$ cat src/rtl/mul_sum_stage_if.sv
// mul_sum_stage_if -- handshake and data bundle for mul_sum_stage.
// The slave modport is the stage's own view; the master modport is the
// view of whoever drives the carry-save pair and consumes the product.
interface mul_sum_stage_if;
  logic        in_valid;
  logic        in_ready;
  logic [63:0] tree_s;
  logic [63:0] tree_c;
  logic        tree_cin;
  logic        flush;
  logic        out_valid;
  logic        out_ready;
  logic [63:0] result;

  modport slave (
    input  in_valid, tree_s, tree_c, tree_cin, flush, out_ready,
    output in_ready, out_valid, result
  );

  modport master (
    output in_valid, tree_s, tree_c, tree_cin, flush, out_ready,
    input  in_ready, out_valid, result
  );
endinterface

$ cat src/rtl/mul_sum_stage.sv
// mul_sum_stage -- final carry-propagate adder behind the wallace tree bank.
// Adds the carry-save pair (tree_s, tree_c shifted up by one, tree_cin at
// weight 1) into a 64-bit product {hi32, lo32}.
// Optional macro MUL_SUM_SPLIT_EN: when defined, the add is split into two
// 32-bit halves over two pipeline stages (latency 2); when undefined, one
// 64-bit add feeds the result register directly (latency 1).
// Each stage is a valid bit plus data register; ready ripples back
// combinationally from out_ready so a full pipe with out_ready high still
// accepts one pair per cycle. flush cancels everything in flight.
module mul_sum_stage (
  input  logic           clk,
  input  logic           resetn,
  mul_sum_stage_if.slave bus
);

  // Bit 63 of tree_c has weight 2^64 and falls outside the product.
  logic unused_c63;
  assign unused_c63 = bus.tree_c[63];

  // Output stage (the result register), shared by both configurations.
  logic        out_valid_q, out_valid_d;
  logic [63:0] result_q,    result_d;
  logic        out_ready_up;   // output stage can take a new entry
  logic        out_load;       // output stage captures new data this edge

  assign out_ready_up  = !out_valid_q || bus.out_ready;
  assign bus.out_valid = out_valid_q;
  assign bus.result    = result_q;

`ifdef MUL_SUM_SPLIT_EN

  // Stage 1 payload: low half already summed, high half still carry-save.
  typedef struct packed {
    logic [31:0] lo;
    logic        c32;
    logic [31:0] s_hi;
    logic [31:0] c_hi;
  } split_t;

  logic   s1_valid_q, s1_valid_d;
  split_t s1_data_q,  s1_data_d;
  logic   s1_ready;
  logic   s1_load;
  logic   [32:0] lo_sum;
  logic   [31:0] hi_sum;

  assign s1_ready     = !s1_valid_q || out_ready_up;
  assign bus.in_ready = s1_ready;
  // A pair accepted on a flush edge is dropped, so its data need not load.
  assign s1_load      = bus.in_valid && s1_ready && !bus.flush;
  assign out_load     = s1_valid_q && out_ready_up && !bus.flush;

  // Low-half add: tree_c is pre-shifted, so its bits 30:0 land on 31:1.
  assign lo_sum = {1'b0, bus.tree_s[31:0]} + {1'b0, bus.tree_c[30:0], bus.tree_cin};
  // High-half add finishes the carry chain from the registered c32.
  assign hi_sum = s1_data_q.s_hi + s1_data_q.c_hi + {31'd0, s1_data_q.c32};

  // Stage 1 next-state: valid follows the input whenever the slot frees up.
  always_comb begin
    // NOTE: every always_comb output gets a default first so no path
    // leaves it unassigned and a latch can never be inferred.
    s1_valid_d = s1_valid_q;
    s1_data_d  = s1_data_q;
    if (bus.flush) begin
      s1_valid_d = 1'b0;
    end else if (s1_ready) begin
      s1_valid_d = bus.in_valid;
    end
    if (s1_load) begin
      s1_data_d.lo   = lo_sum[31:0];
      s1_data_d.c32  = lo_sum[32];
      s1_data_d.s_hi = bus.tree_s[63:32];
      s1_data_d.c_hi = bus.tree_c[62:31];
    end
  end

  // Output stage next-state: combine the halves when stage 1 moves on.
  always_comb begin
    out_valid_d = out_valid_q;
    result_d    = result_q;
    if (bus.flush) begin
      out_valid_d = 1'b0;
    end else if (out_ready_up) begin
      out_valid_d = s1_valid_q;
    end
    if (out_load) begin
      result_d = {hi_sum, s1_data_q.lo};
    end
  end

  // Stage 1 registers.
  always_ff @(posedge clk or negedge resetn) begin
    // NOTE: data registers are reset along with the valid bits so no stale
    // partial sum can be observed after reset; they are few and cheap.
    if (!resetn) begin
      s1_valid_q <= 1'b0;
      s1_data_q  <= '0;
    end else begin
      // NOTE: state is updated with non-blocking assignments so every
      // register samples pre-edge values regardless of block ordering.
      s1_valid_q <= s1_valid_d;
      s1_data_q  <= s1_data_d;
    end
  end

`else

  logic [63:0] full_sum;

  assign bus.in_ready = out_ready_up;
  assign out_load     = bus.in_valid && out_ready_up && !bus.flush;
  assign full_sum     = bus.tree_s + {bus.tree_c[62:0], bus.tree_cin};

  // Output stage next-state: single full-width add straight into result.
  always_comb begin
    // NOTE: every always_comb output gets a default first so no path
    // leaves it unassigned and a latch can never be inferred.
    out_valid_d = out_valid_q;
    result_d    = result_q;
    if (bus.flush) begin
      out_valid_d = 1'b0;
    end else if (out_ready_up) begin
      out_valid_d = bus.in_valid;
    end
    if (out_load) begin
      result_d = full_sum;
    end
  end

`endif

  // Output stage registers; result only changes when a new sum is loaded.
  always_ff @(posedge clk or negedge resetn) begin
`ifndef MUL_SUM_SPLIT_EN
    // NOTE: the result register is reset with the valid bit so no stale
    // product can be observed after reset.
`endif
    if (!resetn) begin
      out_valid_q <= 1'b0;
      result_q    <= '0;
    end else begin
`ifndef MUL_SUM_SPLIT_EN
      // NOTE: state is updated with non-blocking assignments so every
      // register samples pre-edge values regardless of block ordering.
`endif
      out_valid_q <= out_valid_d;
      result_q    <= result_d;
    end
  end

  // A stalled result must not change or disappear unless flushed.
  a_hold_stable: assert property (
    @(posedge clk) disable iff (!resetn)
    (out_valid_q && !bus.out_ready && !bus.flush) |=> (out_valid_q && $stable(result_q))
  );

  // After a flush every stage is empty, so the pipe must be ready.
  a_flush_ready: assert property (
    @(posedge clk) disable iff (!resetn)
    bus.flush |=> bus.in_ready
  );

endmodule

$ cat src/flat_wrapper.sv
// flat-port wrapper written by rule: the top's interface ports become plain ports
module mul_sum_stage_flat 
  (clk, resetn, bus_in_valid, bus_tree_s, bus_tree_c, bus_tree_cin, bus_flush, bus_out_ready, bus_in_ready, bus_out_valid, bus_result);
  mul_sum_stage_if bus_i ();
  input  logic clk;
  input  logic resetn;
  input wire logic [$bits(bus_i.in_valid)-1:0] bus_in_valid;
  input wire logic [$bits(bus_i.tree_s)-1:0] bus_tree_s;
  input wire logic [$bits(bus_i.tree_c)-1:0] bus_tree_c;
  input wire logic [$bits(bus_i.tree_cin)-1:0] bus_tree_cin;
  input wire logic [$bits(bus_i.flush)-1:0] bus_flush;
  input wire logic [$bits(bus_i.out_ready)-1:0] bus_out_ready;
  output wire logic [$bits(bus_i.in_ready)-1:0] bus_in_ready;
  output wire logic [$bits(bus_i.out_valid)-1:0] bus_out_valid;
  output wire logic [$bits(bus_i.result)-1:0] bus_result;
  assign bus_i.in_valid = bus_in_valid;
  assign bus_i.tree_s = bus_tree_s;
  assign bus_i.tree_c = bus_tree_c;
  assign bus_i.tree_cin = bus_tree_cin;
  assign bus_i.flush = bus_flush;
  assign bus_i.out_ready = bus_out_ready;
  assign bus_in_ready = bus_i.in_ready;
  assign bus_out_valid = bus_i.out_valid;
  assign bus_result = bus_i.result;
  mul_sum_stage u_core (.clk(clk), .resetn(resetn), .bus(bus_i));
endmodule
$ cat config.mk
export PLATFORM = sky130hd
export DESIGN_NAME = mul_sum_stage_flat
export DESIGN_NICKNAME = d
export VERILOG_FILES = /design/src/rtl/mul_sum_stage_if.sv /design/src/rtl/mul_sum_stage.sv /design/src/flat_wrapper.sv
export SDC_FILE = /design/constraint.sdc
export NUM_CORES = 1
export LEC_CHECK = 0
export BUFFER_PORTS_ARGS = -buffer_cell sky130_fd_sc_hd__buf_2
export CORE_MARGIN = 1
export CORE_UTILIZATION = 53
export DETAILED_ROUTE_END_ITERATION = 8
export GPL_TIMING_DRIVEN = 0
export PLACE_DENSITY = 0.9
export RECOVER_POWER = 100
export SYNTH_ARGS = -nofsm -noshare
export SYNTH_HDL_FRONTEND = slang
export SYNTH_SLANG_ARGS = --single-unit
export TNS_END_PERCENT = 5
$ cat constraint.sdc
create_clock -name clk -period 2.14 [get_ports clk]
set_clock_uncertainty 0.05 [all_clocks]
set_input_delay 0.107 -clock clk [delete_from_list [all_inputs] [get_ports clk]]
set_output_delay 0.107 -clock clk [all_outputs]
set_load 0.03 [all_outputs]
; Yosys cells after proc, flatten, opt, wreduce, memory -nomap -nowiden
; Index checks and enable logic that the tools add are counted.
[word_totals]
ff_bits = 65
in_bits = 134
out_inout_bits = 66
word_cells = 11
[classes]
addsub = 1
mux = 2
n_reduce_logical = 6
[ops]
columns = cell, count
row1 = adder 64 bit, 1
row2 = logical AND 1 bit, 2
row3 = zero test 1 bit, 2
row4 = two-way mux 1 bit, 2
row5 = nonzero test 2 bit, 1
row6 = logical OR 1 bit, 1

; Depth between registers and ports, before layout
; Gate-level depths: netlist of run 1.
[logic_depth]
word_depth = 4
depth_mapped = 11
ltp_nobuf = 11

; Worst setup path before layout of run 1
; OpenSTA, ideal clock, no wires.
[synth_timing]
path_kind = in2reg
startpoint = input bus_tree_cin
endpoint = register u_core.result_q[62], in the netlist u_core.bus.result[62]
setup_ns = 0.069
arrival_ns = 2.778
required_ns = 2.021
setup_slack_ns = -0.758
stages = 11
n_path_buf = 0
cell_sequence = ha_1 > fa_1 > a21o_1 > a221oi_4 > nor3_4 > o31ai_2 > a21oi_2 > a311oi_4 > nor4_2 > or4_1 > nand3_1
[synth_between]
elab_chain_cells = 1
[synth_rtl]
columns = element, line_no
row1 = "start, declared", flat_wrapper.sv:10  ; input wire logic [$bits(bus_i.tree_cin)-1:0] bus_tree_cin;
row2 = adder 64 bit, mul_sum_stage.sv:112  ; assign full_sum = bus.tree_s + {bus.tree_c[62:0], bus.tree_cin};
row3 = "end signal, assigned", mul_sum_stage.sv:147  ; result_q <= result_d;
row4 = "end, declared", mul_sum_stage.sv:22  ; logic [63:0] result_q, result_d;
; Every way passes these cells.
; A chain may end at the register's enable or synchronous reset.

; Final worst setup path of run 1
; Ends and elaborated chain as after synthesis.

==> impl_metrics.csv, run 1 <==
group,metric,value,unit
yosys,synth_compound_area_share,29.60,%
sta,hold_ws,0.02202,ns
critical_path,rr_endpoint,"u_core.bus.result[56]",
clock_tree,clock_latency,0.33,ns
final_layout,nFillCells,932,
floorplanning,dieWidth,110.2,µm
placement,post-place-cells,1125,
routing,first_iter_violations,517,
sta,tightest_slew,1.658,ns
clock_tree,numCtsBuffers,9,
placement,gp_congestion,0.9306,
sta,final-setup-viol-count,34,
global_routing,track_usage,30.64,%
clock_tree,max-clock-path-buffers,2,
yosys,synthArstFlopShare,100.0,%
sta,rsz0062_at_grt,"true",
yosys,synth_cells,784,
critical_path,cp_data_required_time,2.36,ns
floorplanning,die_area,0.01215,mm²
global_routing,antenna_found_initial,0,
yosys,synth-seq-cells,65,
yosys,ys_warn_count,0,
critical_path,cp_data_arrival_time,2.83,ns
floorplanning,start_util,54.38,%
yosys,mappedNetlistArea,0.006210,mm²
yosys,synth_xor_area_share,7.757,%
clock_tree,clock-root-buffer,"clkbuf_16",
yosys,synth_cell_types,66,
final_layout,design_area,0.008078,mm²
yosys,synth_mux_area_share,0.5239,%
sta,fmax,0.3832,GHz
clock_tree,cts.clk_slew.worst_paths,0.05,ns
hold_path,hold_depth,4,
critical_path,critPathCaptureType,"register",
yosys,synth_top_family_by_area,"compound AO/OA/AOI/OAI gates",
final_layout,syn2layout_area_growth,30.08,%
clock_tree,ctsHtreeMaxLevel,3,
sta,worst_slack,-0.4699,ns
sta,timing.final.crit_share,122.0,%
final_layout,num-nets-final,1204,
critical_path,setup.worst_path.start_class,"input port",
sta,slew-limit-headroom,-10.56,%
placement,numPortBuffers,198,
routing,routed_wl,19160,µm
yosys,synth_edf_count,0,
final_layout,antenna_cells,0,
routing,drcViolationCount,0,
floorplanning,io_pins,200,
global_routing,grt_max_degree,66,
routing,vias,7073,
yosys,synth-seq-area-share,26.19,%
outcome,failed_checks,"capacitance limit, slew limit, setup timing",
routing,viasPerCell,6.134,
yosys,synth_nets,982,
critical_path,path_class,"in -> reg",
placement,postPlaceCellArea,0.007415,mm²
floorplanning,fp.coreArea,0.01142,mm²
final_layout,layoutNonFillerInstCount,1153,
final_layout,multi_input_area,0.004622,mm²
routing,first_pass_iters,6,
critical_path,r2r_start,"u_core.bus.out_valid",
yosys,synth-adder-area-share,13.02,%
power,p_per_area,735.7,mW/mm²
global_routing,overflow,0,
floorplanning,die_y,110.2,µm
power,p_leak,3.694,nW
yosys,synth_flop_cell,"dfrtp_1",
hold_path,hold_path_end,"u_core.bus.result[0]",
placement,dp_hpwl,14050,µm
floorplanning,std_cell_rows,39,
global_routing,grt_pass1_vias,6314,
global_routing,grt_pass1_wl,29080,µm
sta,hold_violations,0,
sta,slew_viol_final,66,
power,ir_worst_vdd,0.5687,mV
hold_path,holdCritPathClass,"in -> reg",
hold_path,min_from,"bus_tree_s[0]",
critical_path,r2r_slack,-0.12,ns
critical_path,reg2reg_depth,7,
job,maxCapViolCount,1,
clock_tree,cts_tree,"done",
final_layout,seqCellArea,0.001627,mm²
clock_tree,cts_sinks,65,
routing,antenna_left,0,
critical_path,cp_max_fo,6,
sta,period_needed,2.610,ns
final_layout,layout-drive-gt1-share,23.37,%
yosys,yosys.area_share.simple,18.64,%
yosys,syn_avg_cell_area,7.921,µm²
outcome,status,"finished with violations",
routing,post_drt_wl_per_cell,16.62,µm
cells by family (layout without fill, tap and decap cells):
| group | Yosys count | count (layout) |
|---|---|---|
| AO/OA/AOI/OAI | 288 | 288 |
| XOR/XNOR | 55 | 55 |
| adder cells (fa/ha/maj) | 64 | 64 |
| buffers and inverters | 68 | 294 |
| flip-flops | 65 | 65 |
| multiplexers | 3 | 3 |
| AND/OR/NAND/NOR | 241 | 241 |
Yosys cell counts, types with 6 or more instances:
| library cell | number | area (µm²) |
|---|---|---|
| nand2_1 | 108 | 405.4 |
| o21ai_0 | 80 | 400.4 |
| a21oi_1 | 79 | 395.4 |
| dfrtp_1 | 65 | 1627 |
| ha_1 | 63 | 788.3 |
| clkbuf_1 | 42 | 157.7 |
| nor2_1 | 35 | 131.4 |
| a21o_1 | 32 | 240.2 |
| xnor2_1 | 32 | 280.3 |
| nand4_1 | 28 | 175.2 |
| xor2_1 | 23 | 201.4 |
| nand3_1 | 22 | 110.1 |
| inv_1 | 18 | 67.56 |
| o21bai_1 | 18 | 135.1 |
| o21a_1 | 13 | 97.59 |
| nor3_1 | 12 | 60.06 |
| o31ai_1 | 12 | 90.09 |
| a31oi_1 | 7 | 43.79 |
| buf_2 | 7 | 35.03 |
| o211ai_1 | 7 | 52.55 |
| and3_1 | 6 | 37.54 |
how the worst max path moves through the flow:
stage                    from                    end  slack [ns]  cells after the start
3_3_place_gp   bus_tree_c[15]  u_core.bus.result[55]       -0.94                     12
4_1_cts          bus_tree_cin  u_core.bus.result[62]       -0.39                     13
2_1_floorplan    bus_tree_cin  u_core.bus.result[62]       -0.44                     11
6_report         bus_tree_cin  u_core.bus.result[62]       -0.47                     13
3_5_place_dp    bus_tree_c[9]  u_core.bus.result[52]       -0.98                     12
5_1_grt          bus_tree_cin  u_core.bus.result[62]       -0.59                     13
sequential cells by signal, summed over array words and instances (netlist names):
name,count
u_core.bus.result,64
u_core.bus.out_valid,1
critical path, cell delays in order:
cell,delay (ns)
buf_6,0.10
ha_4,0.15
fa_2,0.36
a21o_1,0.20
a221oi_4,0.36
nor3_4,0.10
o31ai_4,0.26
a21oi_4,0.14
a311oi_4,0.32
buf_6,0.16
nor4_4,0.06
or4_1,0.42
nand3_1,0.08
per-stage QoR:
step | setup TNS, ns | setup slack [ns] | util, % | power, mW
6_report | -7.987 | -0.4699 | 70.74 | 5.943
5_1_grt | -13.61 | -0.5879 | 70.74 | 6.275
4_1_cts | -6.039 | -0.3948 | 69.68 | 5.873
3_5_place_dp | -32.04 | -0.9803 | 64.94 | 4.300
3_3_place_gp | -29.66 | -0.9400 | 64.91 | 4.244
2_1_floorplan | -8.327 | -0.4403 | - | 3.490
layer usage:
metal	GRT usage [%]	share of wire (%)	up-vias
met5	0	0	-
met4	14.57	4.1	0
met3	4.468	7.5	81
met2	51.60	48	392
met1	38.45	40	3259
li1	-	-	3341
timing repair:
item	CTS	global route
hold buffers	3	0
setup endpoints to repair	64	62
resized for setup	49	47
buffers inserted	7	7
endpoints found under the hold margin	66	0
pin swaps	15	19
gates cloned	0	0
layout make-up:
type                    instances  area share (%)
multi-input cells             651           57.22
flip-flops and latches         65           20.14
repair buffers                215           13.20
clock buffers                  13           3.222
plain buffers                  46           2.711
well taps                     143           2.215
inverters                      18          0.8364
clock inverters                 2          0.4647
report_power, final:
group	switching, mW	internal [mW]	total (mW)
Sequential	0.187	1.52	1.71
Clock	0.541	0.960	1.50
Combinational	1.83	0.904	2.73
Total	2.56	3.39	5.94
cell usage in the layout (no fill, tap or decap), types with 28 or more instances in the layout:
cell type and n:
xnor2_1 31, clkbuf_1 94, a21oi_1 71, a21o_1 31
o21ai_0 63, dfrtp_1 65, ha_1 59, nand2_1 107
buf_2 133, nand4_1 28, nor2_1 33
(Power assumes the default switching activity.)
==> inputs of run 2 (changes only) <==
--- a/config.mk
+++ b/config.mk
@@ -7,10 +7,10 @@
 export LEC_CHECK = 0
 export BUFFER_PORTS_ARGS = -buffer_cell sky130_fd_sc_hd__buf_2
 export CORE_MARGIN = 1
-export CORE_UTILIZATION = 53
+export CORE_UTILIZATION = 57
 export DETAILED_ROUTE_END_ITERATION = 8
 export GPL_TIMING_DRIVEN = 0
-export PLACE_DENSITY = 0.9
+export PLACE_DENSITY = 0.95
 export RECOVER_POWER = 100
 export SYNTH_ARGS = -nofsm -noshare
 export SYNTH_HDL_FRONTEND = slang
==> constraint.sdc (replaced) <==
create_clock -name clk -period 3.3 [get_ports clk]
set_clock_uncertainty 0.05 [all_clocks]
set_input_delay 0.165 -clock clk [delete_from_list [all_inputs] [get_ports clk]]
set_output_delay 0.165 -clock clk [all_outputs]
set_load 0.03 [all_outputs]
==> impl_metrics.csv, run 2 (synthesis results as in run 1) <==
group,metric,value,unit
critical_path,cp_num_buf_inv,1,
global_routing,grtUsageMet2,53.90,%
sta,fmax,0.3162,GHz
routing,routed_wl,17960,µm
placement,numPortBuffers,198,
clock_tree,cts.clk_slew.worst_paths,0.07,ns
critical_path,critPathCaptureType,"register",
clock_tree,numCtsBuffers,9,
routing,antenna_left,0,
floorplanning,std_cell_rows,37,
sta,timing.final.crit_share,95.84,%
global_routing,grt_pass1_wl,29100,µm
job,maxCapViolCount,1,
global_routing,overflow,0,
routing,drcViolationCount,0,
routing,vias,6902,
final_layout,syn2layout_area_growth,20.71,%
placement,gp_congestion,0.9453,
final_layout,final_common_cell,"buf_2",
power,p_per_area,463.0,mW/mm²
final_layout,antenna_cells,0,
critical_path,path_class,"in -> reg",
final_layout,num-nets-final,1193,
power,ir_worst_vdd,0.2239,mV
hold_path,holdCritPathClass,"in -> reg",
floorplanning,dieWidth,106.4,µm
critical_path,cp_slowest_cell,"or4_1",
clock_tree,clock_latency,0.34,ns
final_layout,largest_reg_flops,64,
placement,pre_cts_slack,-0.1097,ns
sta,hold_violations,0,
routing,post_drt_wl_per_cell,15.84,µm
clock_tree,cts_tree,"done",
clock_tree,cts_sinks,65,
critical_path,setup.worst_path.start_class,"input port",
sta,slew-limit-headroom,-5.755,%
routing,first_pass_iters,5,
global_routing,track_usage,31.76,%
sta,worst_slack,0.1373,ns
floorplanning,fp.coreArea,0.01046,mm²
global_routing,antenna_found_initial,0,
clock_tree,max-clock-path-buffers,2,
sta,tightest_slew,1.586,ns
critical_path,cp_data_arrival_time,3.39,ns
placement,dp_hpwl,14190,µm
sta,fin_tns_setup,0,ns
sta,rsz0062_at_grt,"false",
global_routing,grt_max_degree,66,
floorplanning,io_pins,200,
sta,period_needed,3.163,ns
critical_path,cpPeakStageDelay,0.52,ns
critical_path,critPathTopFamily,"compound AO/OA/AOI/OAI gates",
sta,final-setup-viol-count,0,
floorplanning,start_util,59.35,%
critical_path,cp_data_required_time,3.52,ns
outcome,status,"finished with violations",
power,p_leak,3.477,nW
sta,slew_viol_final,66,
global_routing,busiest_layer,"met2",
final_layout,final_cell_mix,"buf_2 (138), clkbuf_1 (110), nand2_1 (108)",
outcome,failed_checks,"capacitance limit, slew limit",
global_routing,grt_use_met3,4.476,%
sta,hold_ws,0.05279,ns
floorplanning,die_area,0.01132,mm²
routing,viasPerCell,6.086,
clock_tree,clock-root-buffer,"clkbuf_8",
routing,first_iter_violations,429,
floorplanning,die_y,106.4,µm
final_layout,layout-drive-gt1-share,16.63,%
critical_path,cp_cell_sequence,"buf_2 -> ha_1 -> fa_1 -> a21o_1 -> a221oi_4 -> nor3_1 -> o31ai_2 -> a21oi_2 -> a311oi_4 -> nor4_2 -> or4_1 -> nand3_1",
global_routing,met1_usage,40.54,%
global_routing,grt_pass1_vias,6426,
critical_path,cp_max_fo,6,
clock_tree,ctsHtreeMaxLevel,3,
[run 2: cell count changes in the layout (fill, tap and decap cells not counted), sizes merged]
cell	previous run	this run
dlygate4sd3	3	2
bufinv	1	2
buf	153	138
clkbuf	118	121
[run 2: cell type report]
type | count | area (µm²)
plain buffers | 50 | 197.7
clock buffers | 11 | 131.4
clock inverters | 3 | 67.56
fillers | 908 | 2967
inverters | 18 | 67.56
multi-input cells | 651 | 4307
flip-flops and latches | 65 | 1627
well taps | 136 | 170.2
repair buffers | 200 | 928.4
[run 2: worst min-delay path: cells and delay by family]
family                 cells  cell delay [ns]
AND/OR/NAND/NOR            2             0.13
buffers and inverters      1             0.10
[run 2: final timing paths]
check / start / to / slack (ns) / cells past startpoint
setup / recovery: bus_tree_cin / u_core.bus.result[62] / 0.14 / 12
min in group asynchronous: resetn / u_core.bus.result[47] / 0.69 / 2
hold reg to reg: u_core.bus.result[27] / u_core.bus.result[27] / 0.43 / 2
hold / removal: bus_in_valid / u_core.bus.out_valid / 0.05 / 3
setup reg to reg: u_core.bus.out_valid / u_core.bus.result[54] / 0.91 / 7
max in group asynchronous: resetn / u_core.bus.result[13] / 1.54 / 2
[run 2: power breakdown]
part | switching [mW] | internal, mW | total, mW
Combinational | 1.13 | 0.521 | 1.65
Sequential | 0.116 | 0.986 | 1.10
Clock | 0.297 | 0.418 | 0.715
Total | 1.55 | 1.93 | 3.47
[run 2: routing by layer]
layer	vias up	wire length [µm]
met5	-	0
met4	0	605
met3	55	1287
met2	356	8662
met1	3188	7402
li1	3303	-
[run 2: metrics by stage]
stage                     area [µm²]  instances  util, %  power [mW]
after CTS                       7592       1134    72.57       3.505
after floorplan                 6210        784        -       2.258
final                           7496       1134    71.65       3.471
after detailed placement        7373       1118    70.47       2.787
after global routing            7496       1134    71.65       3.665
after global placement          7371       1118    70.45       2.742
[run 2: repair_timing]
action | 4_1_cts | 5_1_grt
hold endpoints to repair | 66 | 0
setup buffers | 0 | 0
hold buffers | 2 | 0
endpoints found under the setup margin | 0 | 0
gates resized for setup | 0 | 0
